### src/rtl/div_pkg.sv
// Shared definitions for the RV32M divide unit: widths, op encoding, FSM states
// and small operand helpers.
package div_pkg;

    localparam int XLEN  = 32;
    localparam int CNT_W = 6;
    localparam logic [CNT_W-1:0] LAST_ITER = 6'd31;

    // Encoding matches funct3[1:0] of the RV32M divide group.
    typedef enum logic [1:0] {
        DIV  = 2'b00,
        DIVU = 2'b01,
        REM  = 2'b10,
        REMU = 2'b11
    } op_e;

    typedef enum logic [1:0] {
        IDLE = 2'b00,
        RUN  = 2'b01,
        DONE = 2'b10
    } state_e;

    function automatic logic op_signed(input op_e op);
        return (op == DIV) || (op == REM);
    endfunction

    function automatic logic op_is_rem(input op_e op);
        return (op == REM) || (op == REMU);
    endfunction

    function automatic logic [XLEN-1:0] magnitude(input logic [XLEN-1:0] v,
                                                  input logic is_signed);
        return (is_signed && v[XLEN-1]) ? -v : v;
    endfunction

endpackage

### src/rtl/div_step.sv
// One restoring-division iteration: shift the next dividend bit into the
// partial remainder, trial-subtract the divisor, keep or restore.
module div_step #(
    parameter int WIDTH = 32
) (
    input  logic [WIDTH-1:0] rem,
    input  logic             dvd_bit,
    input  logic [WIDTH-1:0] divisor,
    output logic [WIDTH-1:0] rem_next,
    output logic             q_bit
);

    logic [WIDTH:0]   shifted;
    logic [WIDTH+1:0] diff;

    assign shifted = {rem, dvd_bit};
    // One extra bit beyond the 33-bit partial remainder carries the sign.
    assign diff    = {1'b0, shifted} - {2'b00, divisor};
    assign q_bit   = ~diff[WIDTH+1];

    // The kept difference is always below the divisor, so it fits in WIDTH bits.
    assign rem_next = q_bit ? diff[WIDTH-1:0] : shifted[WIDTH-1:0];

endmodule

### src/rtl/div_unit.sv
// Iterative 32-bit RV32M divider: one quotient bit per cycle, with divide-by-zero
// and signed overflow resolved without iterating.
module div_unit #(
    parameter int XLEN = div_pkg::XLEN
) (
    input  logic            clk,
    input  logic            reset,
    input  logic            start,
    input  logic [1:0]      op,
    input  logic [XLEN-1:0] a,
    input  logic [XLEN-1:0] b,
    output logic            busy,
    output logic            done,
    output logic [XLEN-1:0] result
);
    import div_pkg::*;

    state_e           state_q, state_d;
    logic             accept;
    logic             pending;
    op_e              op_q;
    logic [XLEN-1:0]  a_q, b_q;
    logic [XLEN-1:0]  dvd_q, dvs_q, rem_q;
    logic             quo_neg, rem_neg;
    logic [CNT_W-1:0] cnt_q;
    logic [XLEN-1:0]  result_q;

    logic             sgn_op, by_zero, overflow, special;
    logic [XLEN-1:0]  special_result, final_result, quo_final;
    logic [XLEN-1:0]  rem_next;
    logic             q_bit;

    assign sgn_op   = op_signed(op_q);
    assign by_zero  = (b_q == '0);
    assign overflow = sgn_op && (a_q == {1'b1, {(XLEN-1){1'b0}}}) && (b_q == '1);
    assign special  = by_zero || overflow;

    div_step #(.WIDTH(XLEN)) u_step (
        .rem      (rem_q),
        .dvd_bit  (dvd_q[XLEN-1]),
        .divisor  (dvs_q),
        .rem_next (rem_next),
        .q_bit    (q_bit)
    );

    assign quo_final = {dvd_q[XLEN-2:0], q_bit};

    always_comb begin
        // NOTE: every output gets a default first so no path leaves it unassigned
        // and no latch is inferred.
        special_result = '0;
        final_result   = '0;
        if (by_zero)
            special_result = op_is_rem(op_q) ? a_q : '1;
        else
            special_result = op_is_rem(op_q) ? '0 : a_q;
        if (op_is_rem(op_q))
            final_result = rem_neg ? -rem_next : rem_next;
        else
            final_result = quo_neg ? -quo_final : quo_final;
    end

    // Next state and Moore outputs. The cycle after acceptance is a prep cycle in
    // IDLE: operands are already latched, so special cases are decided from them.
    always_comb begin
        state_d = state_q;
        accept  = 1'b0;
        busy    = 1'b0;
        done    = 1'b0;
        case (state_q)
            IDLE: begin
                if (pending)
                    state_d = special ? DONE : RUN;
                else if (start)
                    accept = 1'b1;
            end
            RUN: begin
                busy = 1'b1;
                if (cnt_q == LAST_ITER)
                    state_d = DONE;
            end
            DONE: begin
                done    = 1'b1;
                state_d = IDLE;
            end
            default: state_d = IDLE;
        endcase
    end

    always_ff @(posedge clk) begin
        // NOTE: sequential state uses non-blocking assignments so every register
        // samples pre-edge values regardless of statement order.
        if (reset)
            state_q <= IDLE;
        else
            state_q <= state_d;
    end

    always_ff @(posedge clk) begin
        if (reset) begin
            pending  <= 1'b0;
            op_q     <= DIV;
            a_q      <= '0;
            b_q      <= '0;
            dvd_q    <= '0;
            dvs_q    <= '0;
            rem_q    <= '0;
            quo_neg  <= 1'b0;
            rem_neg  <= 1'b0;
            cnt_q    <= '0;
            result_q <= '0;
        end else begin
            if (accept) begin
                pending <= 1'b1;
                op_q    <= op_e'(op);
                a_q     <= a;
                b_q     <= b;
            end

            if (state_q == IDLE && pending) begin
                pending <= 1'b0;
                if (special) begin
                    result_q <= special_result;
                end else begin
                    dvd_q   <= magnitude(a_q, sgn_op);
                    dvs_q   <= magnitude(b_q, sgn_op);
                    rem_q   <= '0;
                    cnt_q   <= '0;
                    quo_neg <= sgn_op && (a_q[XLEN-1] ^ b_q[XLEN-1]);
                    rem_neg <= sgn_op && a_q[XLEN-1];
                end
            end

            if (state_q == RUN) begin
                dvd_q <= {dvd_q[XLEN-2:0], q_bit};
                rem_q <= rem_next;
                cnt_q <= cnt_q + CNT_W'(1);
                if (cnt_q == LAST_ITER)
                    result_q <= final_result;
            end
        end
    end

    assign result = result_q;

endmodule

### config.mk
export PLATFORM = sky130hd
export DESIGN_NAME = div_unit
export DESIGN_NICKNAME = d
export VERILOG_FILES = /design/src/rtl/div_pkg.sv /design/src/rtl/div_step.sv /design/src/rtl/div_unit.sv
export SDC_FILE = /design/constraint.sdc
export NUM_CORES = 1
export LEC_CHECK = 0
export CAP_MARGIN = 20
export CORE_MARGIN = 8
export CORE_UTILIZATION = 64
export CTS_CLUSTER_DIAMETER = 40
export CTS_CLUSTER_SIZE = 30
export DETAILED_ROUTE_END_ITERATION = 7
export PLACE_DENSITY = 0.82
export SYNTH_ARGS = -nofsm -noshare
export SYNTH_HDL_FRONTEND = slang
export SYNTH_SLANG_ARGS = --single-unit
### constraint.sdc
create_clock -name clk -period 8.33 [get_ports clk]
set_input_delay 2.499 -clock clk [delete_from_list [all_inputs] [get_ports clk]]
set_output_delay 2.499 -clock clk [all_outputs]
set_load 0.02 [all_outputs]
==> flow_summary.yaml, run 1 <==
clock_network:
  cts_buffers: 31
  cts_root_buf: "clkbuf_16"
  clkSlewWorstSetupHoldPaths_ns: 0.07
  cts_tree: "built"
  clk_path_buf_depth: 3
  clkLatencyLatePin_ns: 0.56
  post_cts_buffers: 0
  hold_buffers: 0
  cts_sinks: 205
  cts_resized: 0
  htreeDepth: 1
placement:
  hpwl_mm: 33.3
  portBuffers: 102
  place_inst: 2184
  place_congestion: 1.01
layout:
  diodes: 0
  num-fill-cells: 1746
  multiInputGateArea_um2: 9130
  fin_nets: 2046
  layout_commonest_cell: "nand2_1"
  layout_common_cells: "nand2_1, nor2_1, dfxtp_1, a21oi_1, clkdlybuf4s50_1"
  final_layout_size_suffix_gt1_share_pct: 5.76
  area_growth_pct: 14.5
  final_cells: 2242
  regArea_um2: 4110
setup_path:
  critPathLaunchType: "flop"
  cp_slowest_cell: "a2111o_1"
  cp-end-kind: "flop"
  path_class: "flop to flop"
  critPathMaxFanout: 48
  worstPathRequired_ns: 8.75
  worstPathArrival_ns: 6.05
  crit_path_max_incr_delay_ns: 0.62
  crit_chain: "inv_1, ha_1, nor2b_1, o2111ai_2, a2111o_1, a31o_4, nand2_4, mux2i_1, ha_1, nor4bb_1, nand2_1, nor3_1, nor4b_1, a31oi_1, a21o_1, nand2_1, xnor2_1, a2111oi_0"
timing:
  fmax_mhz: 178
  clock_skew_ns: 0.0156
  rsz0062_at_grt: "false"
  max_slew_margin_pct: 25.0
  worst_slew_pin_slew_ns: 1.12
  tns_ns: 0
  hold_viol_final: 0
  period_needed_ns: 5.62
  holdWs_ns: 0.465
  finalCritPeriodShare_pct: 67.5
  slew_violations: 0
  setup_viol: 0
grt:
  grt_pass1_wl_mm: 72.5
  grt_max_degree: 118
  overflow: 0
  antenna_found_initial: 0
  grtUsageTotal_pct: 33.3
  grt_pass1_vias: 13300
yosys:
  yosys.area.top_type_share_pct: 29.3
  synth_cell_types: 90
  yosys_warnings: 0
  avgSynthCellArea_um2: 7.24
  ys_async_sr_fraction_pct: 0
  ys_ff_latch: 205
  yosysTopAreaCell: "dfxtp_1"
  synth.net_count: 2040
  synthTopCellsByArea: "dfxtp_1, nand2_1, a21oi_1, nor2_1, a211oi_1"
  synth_edf_count: 0
  syn-instance-count: 1932
  ys.flop_type: "dfxtp_1"
  syn_area_um2: 14000
  yosysSeqAreaShare_pct: 29.3
detailed_routing:
  routed_wl_mm: 46.1
  drc_errors: 0
  drtIter0Drc: 2047
  firstDrtPassIters: 6
  vias: 14800
  wl_per_cell_um: 20.6
  via_per_inst: 6.61
  antenna_left: 0
floorplan:
  core_area_um2: 21600
  dieArea_um2: 26800
  die_h_um: 164
  initial_utilization_pct: 64.7
  io_pins: 103
  num_rows: 54
  die-width_um: 164
power:
  max-vdd-ir-drop_mv: 0.406
  p_leak_nw: 5.83
  cellPowerDensity_nw_per_um2: 431
worst_hold_path:
  hp-class: "flop to flop"
job:
  drv_cap: 0
status:
  outcome: "finished clean"
## area by class of cell
type | count | share of cell area, %
well taps | 280 | 2.19
repair buffers | 117 | 7.21
clock inverters | 22 | 1.55
inverters | 58 | 1.39
flip-flops and latches | 205 | 25.6
clock buffers | 35 | 5.06
multi-input cells | 1525 | 57.0
## cells by family (layout without fill, tap and decap cells)
logic type / Yosys count / in the layout / synth area share (%)
compound gates: 571 / 571 / 27.1
xor+xnor: 130 / 130 / 8.14
fa+ha+maj: 40 / 40 / 3.61
buf+inv: 202 / 232 / 5.59
flops: 205 / 205 / 29.3
mux: 26 / 26 / 1.88
simple gates: 758 / 758 / 24.3
## per-layer routing
metal / routed length (um) / up-vias / GRT usage [%]
met5: 0 / - / 0
met4: 1530 / 0 / 11.1
met3: 5730 / 111 / 8.45
met2: 19100 / 900 / 47.6
met1: 19800 / 6856 / 47.6
li1: - / 6942 / -
## critical path: cells and delay by family (launching register included)
| family | cells | cell delay (ns) |
|---|---|---|
| fa+ha+maj | 2 | 0.57 |
| compound gates | 6 | 1.97 |
| buf+inv | 1 | 0.08 |
| mux | 1 | 0.39 |
| flops | 1 | 0.35 |
| xor+xnor | 1 | 0.06 |
| simple gates | 7 | 2.04 |
## path summary, 6_finish.rpt
path                          start                endpoint  slack, ns  cells past startpoint
max           dvs_q[1]$_SDFFE_PP0P_   result[20]$_SDFF_PP0_       2.71                     18
min          dvs_q[31]$_SDFFE_PP0P_  dvs_q[31]$_SDFFE_PP0P_       0.47                      2
max reg2reg   dvs_q[1]$_SDFFE_PP0P_   result[20]$_SDFF_PP0_       2.71                     18
min reg2reg  dvs_q[31]$_SDFFE_PP0P_  dvs_q[31]$_SDFFE_PP0P_       0.47                      2
## through the flow
| stage | setup WS (ns) | power [mW] | cell area (um^2) | utilization, % |
|---|---|---|---|---|
| CTS | 2.83 | 6.76 | 16000 | 74.0 |
| floorplan | 3.15 | 4.40 | 14000 | - |
| finish | 2.71 | 6.90 | 16000 | 74.1 |
| global placement | 3.15 | 5.37 | 14900 | 69.1 |
| detailed placement | 2.93 | 5.43 | 14900 | 69.1 |
| global route | 2.33 | 7.27 | 16000 | 74.1 |
## registers in the layout, summed over array words and instances, names as in the netlist
name / flops
a_q: 32
cnt_q: 6
rem_neg: 1
op_q: 2
quo_neg: 1
rem_q: 32
b_q: 32
dvs_q: 32
pending: 1
result: 32
state_q: 2
dvd_q: 32
## cell usage after synthesis, types with 9 or more instances
master / number
nand2b_1: 10
ha_1: 38
o41ai_1: 10
clkbuf_1: 126
buf_1: 10
mux2i_1: 24
o31ai_1: 28
a221oi_1: 9
a31oi_1: 45
nor2_1: 226
xnor2_1: 73
a22oi_1: 12
a21o_1: 13
inv_1: 55
a211oi_1: 91
o211ai_1: 17
a21oi_1: 198
nor3_1: 50
o21ai_0: 61
dfxtp_1: 205
nand4_1: 25
xor2_1: 57
or3_1: 14
nand2_1: 307
nor4_1: 14
o22ai_1: 9
or4_1: 15
nand3_1: 38
## report_power, final
group | leakage (nW) | total (mW) | internal [mW] | switching, mW
Combinational | 3.65 | 4.40 | 1.56 | 2.84
Clock | 0.518 | 1.32 | 0.784 | 0.539
Sequential | 1.67 | 1.18 | 1.06 | 0.118
Note: power is estimated with default switching activity, not from simulation.
==> run 2, diff against run 1 <==
--- a/config.mk
+++ b/config.mk
@@ -7,11 +7,11 @@
 export LEC_CHECK = 0
 export CAP_MARGIN = 20
 export CORE_MARGIN = 8
-export CORE_UTILIZATION = 64
+export CORE_UTILIZATION = 60
 export CTS_CLUSTER_DIAMETER = 40
 export CTS_CLUSTER_SIZE = 30
 export DETAILED_ROUTE_END_ITERATION = 7
-export PLACE_DENSITY = 0.82
+export PLACE_DENSITY = 0.77
 export SYNTH_ARGS = -nofsm -noshare
 export SYNTH_HDL_FRONTEND = slang
 export SYNTH_SLANG_ARGS = --single-unit
==> constraint.sdc (replaced) <==
create_clock -name clk -period 5.8 [get_ports clk]
set_input_delay 1.74 -clock clk [delete_from_list [all_inputs] [get_ports clk]]
set_output_delay 1.74 -clock clk [all_outputs]
set_load 0.02 [all_outputs]
==> flow_summary.yaml, run 2 (synthesis gave the netlist of run 1 again) <==
job:
  drv_cap: 0
layout:
  diodes: 0
  fin_area_um2: 16300
  final_layout_size_suffix_gt1_share_pct: 6.19
  fin_util_pct: 70.3
  final_cells: 2290
  fin_nets: 2055
  layout_commonest_cell: "nand2_1"
  area_growth_pct: 16.5
  layout_common_cells: "nand2_1, nor2_1, dfxtp_1, a21oi_1, clkdlybuf4s50_1"
setup_path:
  worstPathArrival_ns: 5.48
  cp_top_family: "compound AO/OA/AOI/OAI gates"
  crit_path_max_incr_delay_ns: 0.62
  crit_buf_inv: 1
  cp-end-kind: "flop"
  worstPathRequired_ns: 6.18
  crit_chain: "inv_1, ha_1, nor2b_1, o2111ai_2, a2111o_1, a31o_4, nand2_4, mux2i_1, ha_1, nand2_1, nor3_1, nand2_1, or4_1, o21ai_0, a41oi_1, xor2_1, a2111oi_0"
  path_class: "flop to flop"
  cp_slowest_cell: "a2111o_1"
  critPathMaxFanout: 17
  critPathLaunchType: "flop"
grt:
  antenna_found_initial: 1
  grt_pass1_vias: 13700
  grt_pass1_wl_mm: 77.3
  grt_max_degree: 107
  overflow: 0
  grtUsageTotal_pct: 33.5
clock_network:
  cts_sinks: 205
  clk_path_buf_depth: 3
  cts_resized: 0
  cts_buffers: 35
  cts_tree: "built"
  hold_buffers: 0
  cts_root_buf: "clkbuf_16"
  clkSlewWorstSetupHoldPaths_ns: 0.06
  htreeDepth: 2
  post_cts_buffers: 0
  clkLatencyLatePin_ns: 0.52
detailed_routing:
  wl_per_cell_um: 21.5
  drc_errors: 0
  antenna_left: 0
  via_per_inst: 6.56
  routed_wl_mm: 49.1
  drtIter0Drc: 1995
  firstDrtPassIters: 8
  vias: 15000
floorplan:
  core_area_um2: 23200
  dieArea_um2: 28500
  die-width_um: 169
  num_rows: 56
  initial_utilization_pct: 60.3
  io_pins: 103
  die_h_um: 169
power:
  p_seq_share_pct: 16.4
  pwr-share-comb_pct: 62.8
  power.share.clock_pct: 20.8
  swShare_pct: 50.0
  netSwitchingPower_mw: 5.18
  max-vdd-ir-drop_mv: 0.830
  cellPowerDensity_nw_per_um2: 635
  p_total_mw: 10.4
  p_int_mw: 5.17
  p_leak_nw: 5.93
timing:
  period_needed_ns: 5.09
  setup_viol: 0
  worst_slew_pin_slew_ns: 1.11
  tns_ns: 0
  hold_viol_final: 0
  holdWs_ns: 0.469
  setup_slack_ns: 0.708
  finalCritPeriodShare_pct: 87.8
  fmax_mhz: 196
  rsz0062_at_grt: "false"
  max_slew_margin_pct: 25.9
  slew_violations: 0
  clock_skew_ns: 0.0413
placement:
  portBuffers: 102
  hpwl_mm: 35.3
  dp_slack_ns: 0.895
  place_inst: 2225
  place_area_um2: 15000
  place_congestion: 0.993
status:
  outcome: "finished clean"
worst_hold_path:
  hp-class: "flop to flop"
run 2: changes by cell type in the layout (fill, tap and decap cells not counted), sizes merged:
cell      change
inv           -2
clkbuf        +4
clkinv        -4
clkinvlp      +3
buf           +5
bufinv        +3
run 2: final cells by class:
class	instances	area, um^2
sequential	205	4110
clock inverter	22	290
inverter	58	223
fill	1952	6890
tap	319	399
timing repair buffer	122	1250
multi-input combinational	1525	9130
clock buffer	39	911
run 2: worst register-to-register path: stages (launching register included):
cell,delay [ns]
dfxtp_1,0.34
inv_1,0.09
ha_1,0.30
nor2b_1,0.17
o2111ai_2,0.24
a2111o_1,0.63
a31o_4,0.33
nand2_4,0.26
mux2i_1,0.37
ha_1,0.26
nand2_1,0.07
nor3_1,0.29
nand2_1,0.14
or4_1,0.42
o21ai_0,0.30
a41oi_1,0.18
xor2_1,0.19
a2111oi_0,0.39
run 2: per-layer routing:
layer  track usage (%)  share of wire (%)  wire [um]
met1              45.8                 42      20500
met2              49.0                 42      20500
met3              9.85                 13       6300
met4              12.2                3.7       1840
met5                 0              0.024         12
run 2: power groups by stage:
stage / logic, mW / clock network [mW] / registers, mW
floorplan: 4.67 / 0 / 1.65
global placement: 6.22 / 0 / 1.71
detailed placement: 6.24 / 0 / 1.72
CTS: 6.29 / 2.15 / 1.69
global route: 6.96 / 2.22 / 1.71
finish: 6.51 / 2.15 / 1.70
run 2: final timing paths:
check / start / endpoint / slack, ns / cells after the start
worst max register to register: dvs_q[1]$_SDFFE_PP0P_ / result[22]$_SDFF_PP0_ / 0.71 / 17
worst min register to register: dvs_q[22]$_SDFFE_PP0P_ / dvs_q[22]$_SDFFE_PP0P_ / 0.47 / 2
worst max-delay path: dvs_q[1]$_SDFFE_PP0P_ / result[22]$_SDFF_PP0_ / 0.71 / 17
worst min-delay path: dvs_q[22]$_SDFFE_PP0P_ / dvs_q[22]$_SDFFE_PP0P_ / 0.47 / 2
==> run 3, diff against run 2 <==
--- a/config.mk
+++ b/config.mk
@@ -8,7 +8,7 @@
 export CAP_MARGIN = 20
 export CORE_MARGIN = 8
 export CORE_UTILIZATION = 60
-export CTS_CLUSTER_DIAMETER = 40
+export CTS_CLUSTER_DIAMETER = 80
 export CTS_CLUSTER_SIZE = 30
 export DETAILED_ROUTE_END_ITERATION = 7
 export PLACE_DENSITY = 0.77
==> flow_summary.yaml, run 3 (synthesis gave the netlist of run 1 again) <==
grt:
  grt_pass1_wl_mm: 75.3
  grt_max_degree: 107
  grt_pass1_vias: 13200
  grtUsageTotal_pct: 32.6
  antenna_found_initial: 0
  overflow: 0
layout:
  fin_area_um2: 15600
  layout_commonest_cell: "nand2_1"
  fin_nets: 2034
  diodes: 0
  num-fill-cells: 2068
  fin_util_pct: 67.3
  area_growth_pct: 11.5
  final_layout_size_suffix_gt1_share_pct: 4.50
  layout_common_cells: "nand2_1, nor2_1, dfxtp_1, a21oi_1, clkdlybuf4s50_1"
timing:
  tns_ns: 0
  slew_violations: 0
  finalCritPeriodShare_pct: 87.1
  holdWs_ns: 0.464
  clock_skew_ns: 0.0624
  max_slew_margin_pct: 25.3
  rsz0062_at_grt: "false"
  setup_viol: 0
  fmax_mhz: 198
  period_needed_ns: 5.05
  hold_viol_final: 0
  worst_slew_pin_slew_ns: 1.11
  setup_slack_ns: 0.750
clock_network:
  cts_tree: "built"
  cts_root_buf: "clkbuf_16"
  cts_buffers: 15
  clkSlewWorstSetupHoldPaths_ns: 0.12
  clkLatencyLatePin_ns: 0.53
  cts_resized: 0
  post_cts_buffers: 0
  cts_sinks: 205
  hold_buffers: 0
  htreeDepth: 1
  clk_path_buf_depth: 3
floorplan:
  die-width_um: 169
  dieArea_um2: 28500
  num_rows: 56
  core_area_um2: 23200
  die_h_um: 169
  initial_utilization_pct: 60.3
  io_pins: 103
setup_path:
  critPathLaunchType: "flop"
  cp_slowest_cell: "or3_1"
  r2r_slack_ns: 0.75
  cp_top_family: "compound AO/OA/AOI/OAI gates"
  critPathLaunch: "rem_q[21]$_SDFFE_PP0P_"
  worstPathArrival_ns: 5.48
  critPathMaxFanout: 17
  worstPathRequired_ns: 6.23
  r2r_end: "result[30]$_SDFF_PP0_"
  reg2reg_depth: 16
  crit_chain: "ha_1, a21oi_1, o21ai_0, a21o_1, a21oi_1, nand2_4, inv_6, ha_1, or3b_2, or2_2, or3_1, o31ai_1, xnor2_1, nor3_1, a2111oi_0, o211a_1"
  crit_path_max_incr_delay_ns: 0.48
  cp-end-kind: "flop"
  crit_buf_inv: 1
  path_class: "flop to flop"
  regToRegStartpoint: "rem_q[21]$_SDFFE_PP0P_"
power:
  max-vdd-ir-drop_mv: 0.820
  cellPowerDensity_nw_per_um2: 595
  p_leak_nw: 5.60
status:
  outcome: "finished clean"
detailed_routing:
  drc_errors: 0
  via_per_inst: 6.52
  firstDrtPassIters: 7
  wl_per_cell_um: 21.2
  routed_wl_mm: 47.8
  drtIter0Drc: 2078
  vias: 14700
  antenna_left: 0
placement:
  place_area_um2: 15000
  portBuffers: 102
  dp_slack_ns: 0.895
  place_congestion: 0.993
  hpwl_mm: 35.3
worst_hold_path:
  worstHoldStart: "dvs_q[31]$_SDFFE_PP0P_"
  hp-class: "flop to flop"
  hold_depth: 2
  min_to: "dvs_q[31]$_SDFFE_PP0P_"
job:
  drv_cap: 0
## run 3: cell count changes in the layout (fill, tap and decap cells not counted), sizes merged
cell / change
clkinvlp: -4
bufinv: -5
clkinv: -1
buf: -1
clkbuf: -24
inv: -2
## run 3: area by class of cell
| cell class | count | area (um^2) | area share [%] |
|---|---|---|---|
| Clock buffer | 15 | 375 | 2.41 |
| Timing Repair Buffer | 121 | 1240 | 7.96 |
| Multi-Input combinational cell | 1525 | 9130 | 58.5 |
| Tap cell | 319 | 399 | 2.56 |
| Sequential cell | 205 | 4110 | 26.3 |
| Clock inverter | 10 | 134 | 0.858 |
| Inverter | 58 | 223 | 1.43 |
## run 3: how the worst max path moves through the flow
| stage | cells after the start | end | slack [ns] |
|---|---|---|---|
| after floorplan | 23 | result[28]$_SDFF_PP0_ | 0.62 |
| after global placement | 16 | result[30]$_SDFF_PP0_ | 0.96 |
| after detailed placement | 17 | result[22]$_SDFF_PP0_ | 0.90 |
| after CTS | 17 | result[22]$_SDFF_PP0_ | 0.86 |
| after global routing | 18 | result[20]$_SDFF_PP0_ | 0.33 |
| final | 16 | result[30]$_SDFF_PP0_ | 0.75 |
## run 3: per-layer routing
metal  wire [um]  vias up  track usage, %
li1            -     6907               -
met4        1530        0            9.78
met5           0        -               0
met2       20000      831            47.6
met1       20700     6851            45.8
met3        5550      104            9.04
## run 3: tightest hold or removal path: stages, from the launching register on
cell	delay, ns
dfxtp_1	0.33
nand2_1	0.05
a21oi_1	0.05
## run 3: per-stage QoR
stage	total power, mW	std cells
2_1_floorplan	6.32	1932
3_3_place_gp	7.93	2225
3_5_place_dp	7.96	2225
4_1_cts	9.11	2250
5_1_grt	9.84	2253
6_report	9.29	2253
## run 3: power by group
part	internal [mW]	switching [mW]	total, mW
registers	1.52	0.169	1.69
logic	2.27	4.18	6.45
clock network	0.521	0.627	1.15
